**config.mk**
```make
export PLATFORM = sky130hd
export DESIGN_NAME = conv2_channel_scheduler
export DESIGN_NICKNAME = d
export VERILOG_FILES = /design/src/rtl/conv2_channel_scheduler.sv
export SDC_FILE = /design/constraint.sdc
export NUM_CORES = 2
export LEC_CHECK = 0
export ABC_AREA = 1
export CAP_MARGIN = 20
export CORE_MARGIN = 4
export CORE_UTILIZATION = 61
export DETAILED_ROUTE_END_ITERATION = 10
export MAX_ROUTING_LAYER = met4
export PLACE_DENSITY = 0.78
export SETUP_SLACK_MARGIN = 0.4
export SLEW_MARGIN = 20
export SYNTH_ARGS = -nofsm -noshare
export SYNTH_HDL_FRONTEND = slang
export SYNTH_SLANG_ARGS = --single-unit
```
**constraint.sdc**
```tcl
create_clock -name clk_i -period 22 [get_ports clk_i]
set_input_delay 2.2 -clock clk_i [delete_from_list [all_inputs] [get_ports clk_i]]
set_output_delay 2.2 -clock clk_i [all_outputs]
set_load 0.005 [all_outputs]
```
**src/rtl/conv2_channel_scheduler.sv**
```systemverilog
// Runs six input channels through one shared 5x5 engine and accumulates the valid 10x10 window.
// Build option: define CONV2_RELU_EN to clamp negative final outputs to zero.
module conv2_channel_scheduler #(
  parameter int DATA_WIDTH = 24,
  parameter int IMG_W      = 14,
  parameter int IMG_H      = 14,
  parameter int K          = 5,
  parameter int NUM_CH     = 6,
  localparam int OUT_W     = IMG_W - K + 1,
  localparam int OUT_H     = IMG_H - K + 1,
  localparam int CH_W      = $clog2(NUM_CH),
  localparam int A_W       = $clog2(OUT_W * OUT_H)
) (
  input  logic                  clk_i,
  input  logic                  rst_i,
  input  logic                  start_i,
  output logic                  busy_o,
  output logic                  done_o,
  input  logic [DATA_WIDTH-1:0] pix_in_i,
  input  logic                  pix_valid_i,
  output logic                  pix_ready_o,
  output logic [CH_W-1:0]       ch_sel_o,
  output logic                  eng_clr_o,
  output logic [DATA_WIDTH-1:0] eng_data_o,
  output logic                  eng_valid_o,
  input  logic [DATA_WIDTH-1:0] eng_out_i,
  input  logic                  eng_out_valid_i,
  output logic [DATA_WIDTH-1:0] fm_out_o,
  output logic [A_W-1:0]        fm_addr_o,
  output logic                  fm_valid_o
);

  localparam int NPIX  = IMG_W * IMG_H;
  localparam int NOUT  = OUT_W * OUT_H;
  localparam int PIX_W = $clog2(NPIX + 1);
  localparam int ROW_W = $clog2(IMG_H + 1);
  localparam int COL_W = $clog2(IMG_W);

  localparam logic [PIX_W-1:0] LAST_PIX = PIX_W'(NPIX - 1);
  localparam logic [PIX_W-1:0] ALL_PIX  = PIX_W'(NPIX);
  localparam logic [ROW_W-1:0] ROW_MIN  = ROW_W'(K - 1);
  localparam logic [COL_W-1:0] COL_MIN  = COL_W'(K - 1);
  localparam logic [COL_W-1:0] COL_LAST = COL_W'(IMG_W - 1);
  localparam logic [CH_W-1:0]  CH_LAST  = CH_W'(NUM_CH - 1);

  typedef enum logic [2:0] {S_IDLE, S_CLR, S_FEED, S_DRAIN, S_DONE} state_t;

  state_t                 state_q;
  logic [CH_W-1:0]        ch_q;
  logic [PIX_W-1:0]       pix_cnt_q;
  logic [PIX_W-1:0]       res_cnt_q;
  logic [ROW_W-1:0]       row_q;
  logic [COL_W-1:0]       col_q;
  logic [A_W-1:0]         addr_q;
  logic                   busy_q, done_q, pix_ready_q, eng_clr_q, fm_valid_q;
  logic [DATA_WIDTH-1:0]  fm_out_q;
  logic [A_W-1:0]         fm_addr_q;
  logic [DATA_WIDTH-1:0]  buf_q [NOUT];

  logic                   pix_acc, res_act, res_keep;
  logic [DATA_WIDTH-1:0]  sum_d, fm_d;

  function automatic logic [DATA_WIDTH-1:0] sat_add(input logic [DATA_WIDTH-1:0] a,
                                                    input logic [DATA_WIDTH-1:0] b);
    logic [DATA_WIDTH:0] s;
    s = {a[DATA_WIDTH-1], a} + {b[DATA_WIDTH-1], b};
    if (s[DATA_WIDTH] != s[DATA_WIDTH-1])
      sat_add = s[DATA_WIDTH] ? {1'b1, {(DATA_WIDTH-1){1'b0}}} : {1'b0, {(DATA_WIDTH-1){1'b1}}};
    else
      sat_add = s[DATA_WIDTH-1:0];
  endfunction

  assign pix_acc  = pix_valid_i && pix_ready_q;
  assign res_act  = eng_out_valid_i && ((state_q == S_FEED) || (state_q == S_DRAIN));
  assign res_keep = res_act && (row_q >= ROW_MIN) && (col_q >= COL_MIN);
  assign sum_d    = sat_add(buf_q[addr_q], eng_out_i);

`ifdef CONV2_RELU_EN
  assign fm_d = sum_d[DATA_WIDTH-1] ? '0 : sum_d;
`else
  assign fm_d = sum_d;
`endif

  // Kept results arrive in raster order, so a running count is the buffer address.
  always_ff @(posedge clk_i or posedge rst_i) begin
    if (rst_i) begin
      state_q     <= S_IDLE;
      ch_q        <= '0;
      pix_cnt_q   <= '0;
      res_cnt_q   <= '0;
      row_q       <= '0;
      col_q       <= '0;
      addr_q      <= '0;
      busy_q      <= 1'b0;
      done_q      <= 1'b0;
      pix_ready_q <= 1'b0;
      eng_clr_q   <= 1'b0;
      fm_valid_q  <= 1'b0;
      fm_out_q    <= '0;
      fm_addr_q   <= '0;
    end else begin
      done_q     <= 1'b0;
      eng_clr_q  <= 1'b0;
      fm_valid_q <= 1'b0;

      if (res_act) begin
        res_cnt_q <= res_cnt_q + 1'b1;
        if (col_q == COL_LAST) begin
          col_q <= '0;
          row_q <= row_q + 1'b1;
        end else begin
          col_q <= col_q + 1'b1;
        end
        if (res_keep) begin
          addr_q <= addr_q + 1'b1;
          if (ch_q == CH_LAST) begin
            fm_valid_q <= 1'b1;
            fm_out_q   <= fm_d;
            fm_addr_q  <= addr_q;
          end
        end
      end

      case (state_q)
        S_IDLE: begin
          if (start_i) begin
            state_q   <= S_CLR;
            ch_q      <= '0;
            busy_q    <= 1'b1;
            eng_clr_q <= 1'b1;
          end
        end
        S_CLR: begin
          pix_cnt_q   <= '0;
          res_cnt_q   <= '0;
          row_q       <= '0;
          col_q       <= '0;
          addr_q      <= '0;
          pix_ready_q <= 1'b1;
          state_q     <= S_FEED;
        end
        S_FEED: begin
          if (pix_acc) begin
            pix_cnt_q <= pix_cnt_q + 1'b1;
            if (pix_cnt_q == LAST_PIX) begin
              pix_ready_q <= 1'b0;
              state_q     <= S_DRAIN;
            end
          end
        end
        S_DRAIN: begin
          if (res_cnt_q == ALL_PIX) begin
            if (ch_q == CH_LAST) begin
              state_q <= S_DONE;
              done_q  <= 1'b1;
              busy_q  <= 1'b0;
            end else begin
              ch_q      <= ch_q + 1'b1;
              state_q   <= S_CLR;
              eng_clr_q <= 1'b1;
            end
          end
        end
        S_DONE:  state_q <= S_IDLE;
        default: state_q <= S_IDLE;
      endcase
    end
  end

  // Partial-sum storage needs no reset: channel 0 overwrites every entry.
  always_ff @(posedge clk_i) begin
    if (res_keep && (ch_q != CH_LAST))
      buf_q[addr_q] <= (ch_q == '0) ? eng_out_i : sum_d;
  end

  assign busy_o      = busy_q;
  assign done_o      = done_q;
  assign pix_ready_o = pix_ready_q;
  assign ch_sel_o    = ch_q;
  assign eng_clr_o   = eng_clr_q;
  assign eng_data_o  = pix_in_i;
  assign eng_valid_o = pix_acc;
  assign fm_out_o    = fm_out_q;
  assign fm_addr_o   = fm_addr_q;
  assign fm_valid_o  = fm_valid_q;

endmodule

```
==> reports/qor.txt <==
actual slew at the worst max-slew pin - 1.17 ns
initial antenna violation count - 11
Avg Cell Area, Syn - 13.4 µm²
Layout fillers - 9867
combinational share of power - 0.305
Slew headroom - 0.218
power per cell area - 154 nW/µm²
Synth area leader - edfxtp_1
Layout Nets - 7323
Reg2Reg Depth - 27
clock power share - 0.228
CP startpoint - addr_q[0]
HP Start - fm_out_o[9]
Yosys reg bits - 2473
ys flop type - edfxtp_1
clock transition at the registers of the reported paths - 0.06 ns
R2R Setup Slk - 11.37 ns
share of layout cells above drive strength 1 - 0.0880
VDD IR max - 0.232 mV
largest net degree at the start of global routing - 115
Cell Rows - 144
synth warn - 0
Root Driver - clkbuf_16
CTS tree - done
RSZ-0062 raised after global routing - false
Data required, critical path - 22.52 ns
CTS Hold Bufs - 0
cts repair resizes - 0
Num CTS Buffers - 227
area grow syn2layout - 11.2%
gr ovfl total - 0
htree depth - 4
Hold Slack - 0.482 ns
ranking of synthesized cells by area - edfxtp_1 76%, nand2_1 8.8%, a22oi_1 2.3%, nand4_1 2.1%, dfrtp_1 1.9%
sequential cell area fraction in the yosys report - 0.775
WP data arrival - 11.15 ns
Critical Path Sink - buf_q[2][5]
WS Path Type - reg2reg
CP max FO - 81
Max Freq - 94.1 MHz
Core Area - 155000 µm²
instance count of the mapped netlist - 7103
Worst R2R Start - addr_q[0]
Initial Util - 0.616
LEAKAGE - 0.0361 µW
WL final - 290000 µm
total negative slack - 0 ns
sw power - 6000 µW
Total Routing Usage GR - 0.363
switching share of power - 0.367
worst skew pair latency - 0.89 ns
Distinct cells, synth - 45
die height - 403 µm
gpl congestion - 0.992
crit path time final - 10.63 ns
Final period util - 0.483
first-pass GRT wire length - 411000 µm
postcts setup bufs - 0
drt pass-1 iters - 6
final hold viol count - 0
Post-DP HPWL - 163000 µm
I/O pin count - 117
DR vias/cell - 6.62
reg2reg end - buf_q[2][5]
Post-synth EDFFs - 2400
Final Max Tran Viols - 0
final setup vio count - 0
fraction of registers with async set/reset - 0.0295
Buffers on Ports - 68
clk buf depth - 3
vias in the first global route - 59300
Int Power - 10400 µW
HP Class - reg2reg
DRC Markers - 0
Flop pwr share - 0.468
Die X - 403 µm
max_cap viols - 0
DR WL/cell - 30.6 µm
Clock Sinks - 2473
kind of start point of the critical path - register
Synth top area share - 0.756
capturing element type of the critical path - register
initial drt markers - 10800
outcome - completed
vias - 62700
syn_nets - 7191
die area - 163000 µm²
Final ANT Viol Nets - 0
Syn Std Cell Area - 95400 µm²
Final Skew - 0.0664 ns
==> registers in the layout, summed over array words and instances (netlist names), 3 cells and up <==
name	count
addr_q	7
col_q	4
ch_sel_o	3
fm_out_o	24
row_q	4
pix_cnt_q	8
buf_q	2400
state_q	3
res_cnt_q	8
fm_addr_o	7
==> power groups by stage <==
stage	Combinational (µW)	Clock, µW	Sequential [µW]
floorplan	2470	0	7930
global placement	4600	0	7780
detailed placement	4780	0	7790
CTS	4810	3720	7690
global route	5260	3920	7660
finish	4990	3730	7650
==> cells in the mapped netlist (9+ instances only) <==
master,count
buf_1,45
o2bb2ai_1,13
a21oi_1,160
a22oi_1,297
inv_2,9
nand3_1,193
inv_1,210
o22ai_1,18
o21ai_0,285
o2111ai_1,19
buf_4,32
nor3_1,22
buf_2,170
xor2_1,10
ha_1,34
nor2_1,348
nand2_1,2230
nand4_1,317
clkbuf_1,102
a22o_1,34
dfrtp_1,73
edfxtp_1,2400
==> routing by layer <==
| metal | global-route usage | wire (µm) | vias up |
|---|---|---|---|
| met5 | - | 0 | - |
| met4 | 0.191 | 19100 | 0 |
| met3 | 0.0994 | 45600 | 1057 |
| met2 | 0.527 | 128000 | 5619 |
| met1 | 0.475 | 96800 | 30100 |
| li1 | - | - | 26000 |
==> placed cells by master (no fill, tap or decap), types with 176 or more instances in the layout <==
master and count:
inv_1 206, o21ai_0 281, nand3_1 191, nand2_1 2205, edfxtp_1 2400, buf_4 176, nand4_1 317, nor2_1 241
clkbuf_16 228, a22oi_1 297
==> per-stage QoR <==
stage          power (µW)  worst slack, ns  cell area [µm²]   util  std cells
2_1_floorplan       10400            13.58            95400      -       7103
3_3_place_gp        12400            11.66            98900  0.639       9047
3_5_place_dp        12600            11.46            98900  0.639       9049
4_1_cts             16200            11.42           106000  0.684       9472
5_1_grt             16800            11.24           106000  0.685       9477
6_report            16400            11.37           106000  0.685       9481
==> critical path, stage by stage, from the launching register on <==
cell	delay, ns
dfrtp_4	0.78
buf_4	0.70
nand3_2	0.42
buf_4	0.36
inv_8	0.57
buf_4	0.72
buf_4	0.68
nand2_1	0.10
nand4_1	0.12
o21ai_0	0.14
a21oi_1	0.86
nor2_1	0.35
nand2_1	0.39
ha_1	0.36
nand2_1	0.14
inv_1	0.05
a21oi_1	0.22
nand2_1	0.20
nand2_1	0.13
nand3_1	0.08
nand2_1	0.11
nand2_1	0.07
nand2_1	0.82
nand2_1	0.11
nand2_1	0.14
nand2_1	0.16
nand2_4	0.38
buf_4	0.80
==> layout make-up <==
class	instances	area [µm²]	share of cell area
diodes	8	20.0	0.000189
clock buffers	297	5960	0.0563
clock inverters	126	973	0.00918
inverters	223	883	0.00833
multi-input cells	4057	19600	0.185
flip-flops and latches	2473	73900	0.697
well taps	2044	2560	0.0241
repair buffers	253	2160	0.0204
==> how the worst min path moves through the flow <==
stage	to	slack (ns)	cells after the start
4_1_cts	fm_out_o[9]	0.48	2
3_5_place_dp	fm_out_o[9]	0.47	2
2_1_floorplan	pix_cnt_q[5]	0.46	1
3_3_place_gp	fm_out_o[7]	0.47	2
5_1_grt	fm_out_o[5]	0.50	2
6_report	fm_out_o[9]	0.48	2
==> logic make-up (layout without fill, tap and decap cells) <==
kind of cell,after synthesis,count (layout),share of synthesized area
buffers and inverters,573,899,0.0261
XOR/XNOR,16,16,0.00147
AND/OR/NAND/NOR,3142,3142,0.136
flip-flops,2473,2473,0.775
AO/OA/AOI/OAI,864,864,0.0568
other,0,8,0
adder cells (fa/ha/maj),35,35,0.00467
Note: power is estimated with default switching activity, not from simulation.
